<file path="src/rtl/wave_meas_if.sv">
// Sample stream, control and result bundle for wave_meas.
// The master side feeds samples/requests; the slave side is the measurement block.
interface wave_meas_if #(
  parameter int unsigned DT_W  = 8,
  parameter int unsigned CNT_W = 24
);
  logic             din_valid;
  logic [DT_W-1:0]  din;
  logic             start;
  logic [7:0]       n_periods;
  logic             busy;
  logic             done;
  logic [DT_W-1:0]  vmax;
  logic [DT_W-1:0]  vmin;
  logic [DT_W-1:0]  vpp;
  logic [CNT_W-1:0] period_sum;
  logic             err_flat;
  logic             err_timeout;

  modport master (
    output din_valid, din, start, n_periods,
    input  busy, done, vmax, vmin, vpp, period_sum, err_flat, err_timeout
  );

  modport slave (
    input  din_valid, din, start, n_periods,
    output busy, done, vmax, vmin, vpp, period_sum, err_flat, err_timeout
  );
endinterface

</file>
<file path="src/rtl/wave_meas.sv">
// Waveform loop-back checker: scans min/max, derives a hysteretic mid threshold,
// then measures the length in samples of N periods between rising crossings.
module wave_meas #(
  parameter int unsigned DT_W     = 8,
  parameter int unsigned CNT_W    = 24,
  parameter int unsigned SCAN_LEN = 1024,
  parameter int unsigned HYST     = 8
) (
  input logic        clk,
  input logic        rst,
  wave_meas_if.slave bus
);

  localparam int unsigned    ScanW    = $clog2(SCAN_LEN + 1);
  localparam logic [ScanW-1:0] ScanLast = ScanW'(SCAN_LEN - 1);
  localparam logic [DT_W:0]  HystW    = (DT_W+1)'(HYST);
  localparam logic [DT_W:0]  FlatMin  = (DT_W+1)'(2 * HYST + 1);
  localparam logic [DT_W:0]  DtMax    = {1'b0, {DT_W{1'b1}}};

  typedef enum logic [2:0] {StIdle, StScan, StArm, StHunt, StCount, StDone} state_e;

  state_e            state_q, state_d;
  logic              busy_q, busy_d, done_q, done_d;
  logic [DT_W-1:0]   vmax_q, vmax_d, vmin_q, vmin_d, vpp_q, vpp_d;
  logic [CNT_W-1:0]  psum_q, psum_d;
  logic              err_flat_q, err_flat_d, err_tmo_q, err_tmo_d;
  logic [DT_W-1:0]   max_q, max_d, min_q, min_d, hi_q, hi_d, lo_q, lo_d;
  logic [ScanW-1:0]  scan_cnt_q, scan_cnt_d;
  logic [7:0]        n_q, n_d, edge_q, edge_d;
  logic [CNT_W-1:0]  tmo_q, tmo_d, smp_q, smp_d;
  logic              low_q, low_d;

  logic [DT_W-1:0]   scan_max, scan_min, scan_vpp, hi_sat, lo_sat;
  logic [DT_W:0]     thr, hi_ext, lo_ext;
  logic [CNT_W-1:0]  tmo_inc, smp_inc;
  logic [7:0]        edge_inc;
  logic              finish;

  // Extremes including the current sample, and thresholds derived from them.
  always_comb begin
    scan_max = (bus.din > max_q) ? bus.din : max_q;
    scan_min = (bus.din < min_q) ? bus.din : min_q;
    scan_vpp = scan_max - scan_min;
    thr      = ({1'b0, scan_max} + {1'b0, scan_min}) >> 1;
    hi_ext   = thr + HystW;
    lo_ext   = thr - HystW;
    hi_sat   = (hi_ext > DtMax) ? '1 : hi_ext[DT_W-1:0];
    lo_sat   = (thr < HystW) ? '0 : lo_ext[DT_W-1:0];
  end

  always_comb begin
    state_d    = state_q;
    busy_d     = busy_q;
    done_d     = 1'b0;
    vmax_d     = vmax_q;
    vmin_d     = vmin_q;
    vpp_d      = vpp_q;
    psum_d     = psum_q;
    err_flat_d = err_flat_q;
    err_tmo_d  = err_tmo_q;
    max_d      = max_q;
    min_d      = min_q;
    hi_d       = hi_q;
    lo_d       = lo_q;
    scan_cnt_d = scan_cnt_q;
    n_d        = n_q;
    edge_d     = edge_q;
    tmo_d      = tmo_q;
    smp_d      = smp_q;
    low_d      = low_q;
    tmo_inc    = tmo_q + CNT_W'(1);
    smp_inc    = smp_q + CNT_W'(1);
    edge_inc   = edge_q + 8'd1;
    finish     = 1'b0;

    unique case (state_q)
      StIdle: begin
        // done_q high means this is the completion cycle, where start is ignored.
        if (bus.start && !done_q) begin
          state_d    = StScan;
          busy_d     = 1'b1;
          vmax_d     = '0;
          vmin_d     = '0;
          vpp_d      = '0;
          psum_d     = '0;
          err_flat_d = 1'b0;
          err_tmo_d  = 1'b0;
          max_d      = '0;
          min_d      = '1;
          scan_cnt_d = '0;
          n_d        = (bus.n_periods == 8'd0) ? 8'd1 : bus.n_periods;
        end
      end
      StScan: begin
        if (bus.din_valid) begin
          max_d      = scan_max;
          min_d      = scan_min;
          scan_cnt_d = scan_cnt_q + ScanW'(1);
          if (scan_cnt_q == ScanLast) begin
            vmax_d = scan_max;
            vmin_d = scan_min;
            vpp_d  = scan_vpp;
            hi_d   = hi_sat;
            lo_d   = lo_sat;
            tmo_d  = '0;
            if ({1'b0, scan_vpp} < FlatMin) begin
              err_flat_d = 1'b1;
              psum_d     = '0;
              state_d    = StDone;
            end else begin
              state_d = StArm;
            end
          end
        end
      end
      StArm: begin
        if (bus.din_valid && bus.din <= lo_q) state_d = StHunt;
      end
      StHunt: begin
        if (bus.din_valid && bus.din >= hi_q) begin
          smp_d   = '0;
          edge_d  = '0;
          low_d   = 1'b0;
          state_d = StCount;
        end
      end
      StCount: begin
        if (bus.din_valid) begin
          smp_d = smp_inc;
          if (bus.din <= lo_q) low_d = 1'b1;
          // Crossing uses the flag as it stood before this sample.
          if (bus.din >= hi_q && low_q) begin
            edge_d = edge_inc;
            low_d  = 1'b0;
            if (edge_inc == n_q) begin
              psum_d  = smp_inc;
              state_d = StDone;
              finish  = 1'b1;
            end
          end
        end
      end
      StDone: begin
        done_d  = 1'b1;
        busy_d  = 1'b0;
        state_d = StIdle;
      end
      default: state_d = StIdle;
    endcase

    // A sample that completes the measurement wins over a coincident saturation.
    if (bus.din_valid && (state_q inside {StArm, StHunt, StCount})) begin
      tmo_d = tmo_inc;
      if (!finish && (&tmo_inc)) begin
        err_tmo_d = 1'b1;
        psum_d    = '0;
        state_d   = StDone;
      end
    end
  end

  always_ff @(posedge clk or posedge rst) begin
    if (rst) begin
      state_q    <= StIdle;
      busy_q     <= 1'b0;
      done_q     <= 1'b0;
      vmax_q     <= '0;
      vmin_q     <= '0;
      vpp_q      <= '0;
      psum_q     <= '0;
      err_flat_q <= 1'b0;
      err_tmo_q  <= 1'b0;
      max_q      <= '0;
      min_q      <= '0;
      hi_q       <= '0;
      lo_q       <= '0;
      scan_cnt_q <= '0;
      n_q        <= '0;
      edge_q     <= '0;
      tmo_q      <= '0;
      smp_q      <= '0;
      low_q      <= 1'b0;
    end else begin
      state_q    <= state_d;
      busy_q     <= busy_d;
      done_q     <= done_d;
      vmax_q     <= vmax_d;
      vmin_q     <= vmin_d;
      vpp_q      <= vpp_d;
      psum_q     <= psum_d;
      err_flat_q <= err_flat_d;
      err_tmo_q  <= err_tmo_d;
      max_q      <= max_d;
      min_q      <= min_d;
      hi_q       <= hi_d;
      lo_q       <= lo_d;
      scan_cnt_q <= scan_cnt_d;
      n_q        <= n_d;
      edge_q     <= edge_d;
      tmo_q      <= tmo_d;
      smp_q      <= smp_d;
      low_q      <= low_d;
    end
  end

  assign bus.busy        = busy_q;
  assign bus.done        = done_q;
  assign bus.vmax        = vmax_q;
  assign bus.vmin        = vmin_q;
  assign bus.vpp         = vpp_q;
  assign bus.period_sum  = psum_q;
  assign bus.err_flat    = err_flat_q;
  assign bus.err_timeout = err_tmo_q;

endmodule

</file>
<file path="src/flat_wrapper.sv">
// flat-port wrapper written by rule: the top's interface ports become plain ports
module wave_meas_flat 
#(
  parameter int unsigned DT_W     = 8,
  parameter int unsigned CNT_W    = 24,
  parameter int unsigned SCAN_LEN = 1024,
  parameter int unsigned HYST     = 8
)
  (clk, rst, bus_din_valid, bus_din, bus_start, bus_n_periods, bus_busy, bus_done, bus_vmax, bus_vmin, bus_vpp, bus_period_sum, bus_err_flat, bus_err_timeout);
  wave_meas_if #(.DT_W(DT_W), .CNT_W(CNT_W)) bus_i ();
  input logic clk;
  input logic rst;
  input wire logic [$bits(bus_i.din_valid)-1:0] bus_din_valid;
  input wire logic [$bits(bus_i.din)-1:0] bus_din;
  input wire logic [$bits(bus_i.start)-1:0] bus_start;
  input wire logic [$bits(bus_i.n_periods)-1:0] bus_n_periods;
  output wire logic [$bits(bus_i.busy)-1:0] bus_busy;
  output wire logic [$bits(bus_i.done)-1:0] bus_done;
  output wire logic [$bits(bus_i.vmax)-1:0] bus_vmax;
  output wire logic [$bits(bus_i.vmin)-1:0] bus_vmin;
  output wire logic [$bits(bus_i.vpp)-1:0] bus_vpp;
  output wire logic [$bits(bus_i.period_sum)-1:0] bus_period_sum;
  output wire logic [$bits(bus_i.err_flat)-1:0] bus_err_flat;
  output wire logic [$bits(bus_i.err_timeout)-1:0] bus_err_timeout;
  assign bus_i.din_valid = bus_din_valid;
  assign bus_i.din = bus_din;
  assign bus_i.start = bus_start;
  assign bus_i.n_periods = bus_n_periods;
  assign bus_busy = bus_i.busy;
  assign bus_done = bus_i.done;
  assign bus_vmax = bus_i.vmax;
  assign bus_vmin = bus_i.vmin;
  assign bus_vpp = bus_i.vpp;
  assign bus_period_sum = bus_i.period_sum;
  assign bus_err_flat = bus_i.err_flat;
  assign bus_err_timeout = bus_i.err_timeout;
  wave_meas #(.DT_W(DT_W), .CNT_W(CNT_W), .SCAN_LEN(SCAN_LEN), .HYST(HYST)) u_core (.clk(clk), .rst(rst), .bus(bus_i));
endmodule
</file>
<file path="config.mk">
export PLATFORM = sky130hd
export DESIGN_NAME = wave_meas_flat
export DESIGN_NICKNAME = d
export VERILOG_FILES = /design/src/rtl/wave_meas_if.sv /design/src/rtl/wave_meas.sv /design/src/flat_wrapper.sv
export SDC_FILE = /design/constraint.sdc
export NUM_CORES = 1
export LEC_CHECK = 0
export CORE_MARGIN = 4
export CORE_UTILIZATION = 55
export CTS_BUF_LIST = sky130_fd_sc_hd__clkbuf_16
export CTS_CLUSTER_DIAMETER = 120
export DETAILED_ROUTE_END_ITERATION = 10
export HOLD_SLACK_MARGIN = 0.12
export MAX_ROUTING_LAYER = met4
export PLACE_DENSITY = 0.88
export SLEW_MARGIN = 10
export SYNTH_ARGS = -nofsm -noshare
export SYNTH_HDL_FRONTEND = slang
export SYNTH_SLANG_ARGS = --single-unit
</file>
<file path="constraint.sdc">
create_clock -name clk -period 17.4 [get_ports clk]
set_clock_uncertainty 0.05 [all_clocks]
set_input_delay 3.48 -clock clk [delete_from_list [all_inputs] [get_ports clk]]
set_output_delay 3.48 -clock clk [all_outputs]
set_load 0.05 [all_outputs]
</file>
==> metrics.md <==
| Metric | Value |
|---|---|
| Status | `finished, final reports clean` |
| Number of global-route vias before repair | `7761` |
| Row Count | `48` |
| Final Hold Fails | `0` |
| Starting Density | `56.05%` |
| Max Slew Vio Count | `0` |
| Antenna fix cells | `0` |
| H-tree levels | `4` |
| Detail-routed net length per standard cell | `17.37 um` |
| Die X-Extent | `140.8 um` |
| Leading cell type in the layout, fill and taps excluded | `dfrtp_1` |
| Main synth FF type | `dfrtp_1` |
| Input/output buffers | `71` |
| Antenna viol nets, final | `0` |
| Reg-to-reg critical path startpoint | `u_core.min_q[1]` |
| Pre-CTS setup slack | `8.370 ns` |
| Worst skew pair latency | `0.43 ns` |
| Average size of a mapped cell | `8.977 um2` |
| Aggregate routed wire length | `23.82 mm` |
| Syn Inst Count | `1080` |
| Placed Area | `0.01058 mm2` |
| GPL Wtd Cong | `0.9563` |
| Finished Cell Area | `0.01113 mm2` |
| Worst EP arrival | `8.97 ns` |
| Non-Filler Instances | `1371` |
| Static leakage | `4.984 nW` |
| Setup repair bufs after CTS | `0` |
| Tcrit/Tclk final | `49.78%` |
| Slew HR | `19.90%` |
| Seq cells post-synth | `163` |
| DR DRC count | `0` |
| Gr ovfl total | `0` |
| Share of post-route cells with drive strength above 1 | `5.934%` |
| Post-synth EDFFs | `0` |
| Register Area | `0.004079 mm2` |
| CP startpoint kind | `primary input` |
| CTS tree | `done` |
| Worst hold path class | `reg2reg` |
| Final setup fails | `0` |
| Crit path cell chain | `clkdlybuf4s50_1 > ha_1 > a21boi_0 > o21ai_0 > a21boi_0 > o211ai_1 > a21oi_2 > mux2i_1 > inv_1 > ha_1 > nor2b_1 > o21ai_1 > a21oi_1 > nor2_1 > xnor2_1 > inv_1 > ha_1 > or3_1 > a211oi_1 > a311o_1 > a2bb2oi_1` |
| Largest net degree at the start of global routing | `84` |
| WP data required | `17.71 ns` |
| First-iteration detailed-routing DRC count | `891` |
| Seq/Total Area, Yosys | `42.07%` |
| Final worst slack | `8.738 ns` |
| Fill count | `1366` |
| Placed cell count | `1339` |
| Worst setup startpoint | `bus_din[1]` |
| GRT Overall Usage | `25.17%` |
| Layout Nets | `1210` |
| Initial antenna violation count | `0` |
| Final core occ | `64.35%` |
| Ys async rst share | `100.0%` |
| Die area | `0.01982 mm2` |
| Critical path capture point type | `flip-flop` |
| I/O pins | `72` |
| Synth Cell Area | `0.009696 mm2` |
| Syn_nets | `1157` |
| Global-route wire length before repair | `39.65 mm` |
| HPWL after DPL | `16.73 mm` |
| Ys Warns | `0` |
| Core Area | `0.01730 mm2` |
| Drt first pass iters | `5` |
| Clk slew on worst S/H paths | `0.07 ns` |
| Crit path kind | `in2reg` |
| Worst Hold Depth | `2` |
| Vias per cell | `6.108` |
| CTS Sinks | `163` |
| Die height | `140.8 um` |
| Crit Path Max Fanout | `10` |
| Via Count | `8374` |
| Setup_tns | `0 ns` |
| PD cells | `147.2 mW/mm2` |
| CP peak stage delay | `0.57 ns` |
| Worst-Margin Slew | `1.200 ns` |
| Commonest non-fill, non-tap cells in the layout | `163 x dfrtp_1, 121 x nand2_1, 99 x nor2_1` |
| Post_cts resized | `0` |
| CTS Buffer Depth | `2` |
| Synth unique cells | `73` |
| Hold Startpoint | `u_core.bus.vmin[2]` |
| Fmax | `0.1154 GHz` |
| Num CTS Buffers | `17` |
| Number of max-cap violations | `0` |
| Area grow syn2layout | `14.80%` |
| CP max-delay cell | `clkdlybuf4s50_1` |
| Hold buffers post-CTS | `0` |
| Cell mode on critical path | `ha_1` |
| Final min period | `8.662 ns` |
| Worst VDD drop | `0.1408 mV` |
| R2R cell count | `21` |
| RSZ-0062 raised after global routing | `false` |
| Multi-input gate area | `0.005179 mm2` |
| Root Buffer | `clkbuf_16` |
## worst max-delay path: cells and delay by family
| kind | cells | cell delay [ns] |
|---|---|---|
| AOI/OAI and AO/OA | 10 | 2.24 |
| xor gates and xnor gates | 1 | 0.32 |
| adders and majority gates | 3 | 0.95 |
| buffers and inverters | 3 | 0.79 |
| muxes | 1 | 0.46 |
| and+or+nand+nor | 3 | 0.73 |
## state kept, by name (all words and copies together) (netlist names), 11 cells and up
register,cells
u_core.scan_cnt_q,11
u_core.tmo_q,24
u_core.smp_q,24
u_core.bus.period_sum,24
## per-layer routing
layer	up-vias	global-route usage [%]	routed length (um)	share of wire, %
met5	-	-	0	0
met3	36	4.410	1306	5.5
met4	0	6.884	487	2.0
met1	4080	34.34	10620	45
met2	278	39.19	11400	48
li1	3980	-	-	-
## Yosys cell counts, types with 3 or more instances
cell	instances	area, um2
a211oi_1	4	30.03
nand2_1	121	454.2
nor2b_1	13	81.33
buf_2	9	45.04
o31ai_1	28	210.2
xnor2_1	33	289.0
dfrtp_1	163	4079
o211ai_1	4	30.03
xor2_1	27	236.5
ha_1	57	713.2
nand3_1	37	185.2
a21o_1	3	22.52
o21ai_0	96	480.5
and4_1	7	61.31
a22o_1	5	43.79
nand2b_1	10	62.56
o21a_1	9	67.56
and3_1	11	68.82
a2bb2oi_1	3	26.28
o22a_1	9	78.83
nand4_1	22	137.6
clkbuf_1	35	131.4
a22oi_1	26	195.2
o22ai_1	12	75.07
nor4_1	3	18.77
a21oi_1	32	160.2
buf_6	3	33.78
nor3b_1	7	52.55
nor2_1	99	371.6
o41ai_1	12	105.1
o21ai_1	16	80.08
mux2i_1	16	160.2
and2_1	7	43.79
or2_2	3	18.77
or3_1	7	43.79
nor3_1	10	50.05
a31oi_1	8	50.05
o21bai_1	4	30.03
inv_1	64	240.2
## worst paths after layout
kind / end / slack (ns)
worst max register to register: u_core.hi_q[3] / 11.97
worst max-delay path: u_core.hi_q[3] / 8.74
min in group asynchronous: u_core.tmo_q[8] / 3.49
max in group asynchronous: u_core.edge_q[0] / 12.23
worst min-delay path: u_core.bus.vmin[2] / 0.43
worst min register to register: u_core.bus.vmin[2] / 0.43
## kinds of logic after synthesis
| family | count (synthesis) | synth area share, % |
|---|---|---|
| and+or+nand+nor | 376 | 18.88 |
| AOI/OAI and AO/OA | 293 | 19.67 |
| DFF | 163 | 42.07 |
| buffers and inverters | 113 | 4.723 |
| xor gates and xnor gates | 60 | 5.420 |
| adders and majority gates | 57 | 7.356 |
| muxes | 18 | 1.884 |
## metrics by stage
| stage | hold slack, ns | power, mW |
|---|---|---|
| global placement | 0.4093 | 1.249 |
| floorplan | 0.3971 | 1.074 |
| CTS | 0.4368 | 1.626 |
| global route | 0.4593 | 1.743 |
| detailed placement | 0.4219 | 1.270 |
| finish | 0.4326 | 1.638 |
## final cells by class
| class | count | share of cell area [%] |
|---|---|---|
| repair buffers | 82 | 7.127 |
| clock buffers | 17 | 3.822 |
| inverters | 65 | 2.237 |
| flip-flops and latches | 163 | 36.65 |
| clock inverters | 15 | 1.113 |
| well taps | 225 | 2.529 |
| multi-input cells | 804 | 46.53 |
## power by group
part	leakage, nW	internal, mW	total, mW	switching, mW
clock	0.267	0.186	0.353	0.166
sequential	2.16	0.438	0.487	0.0496
combinational	2.56	0.294	0.798	0.504
(Power assumes the default switching activity.)
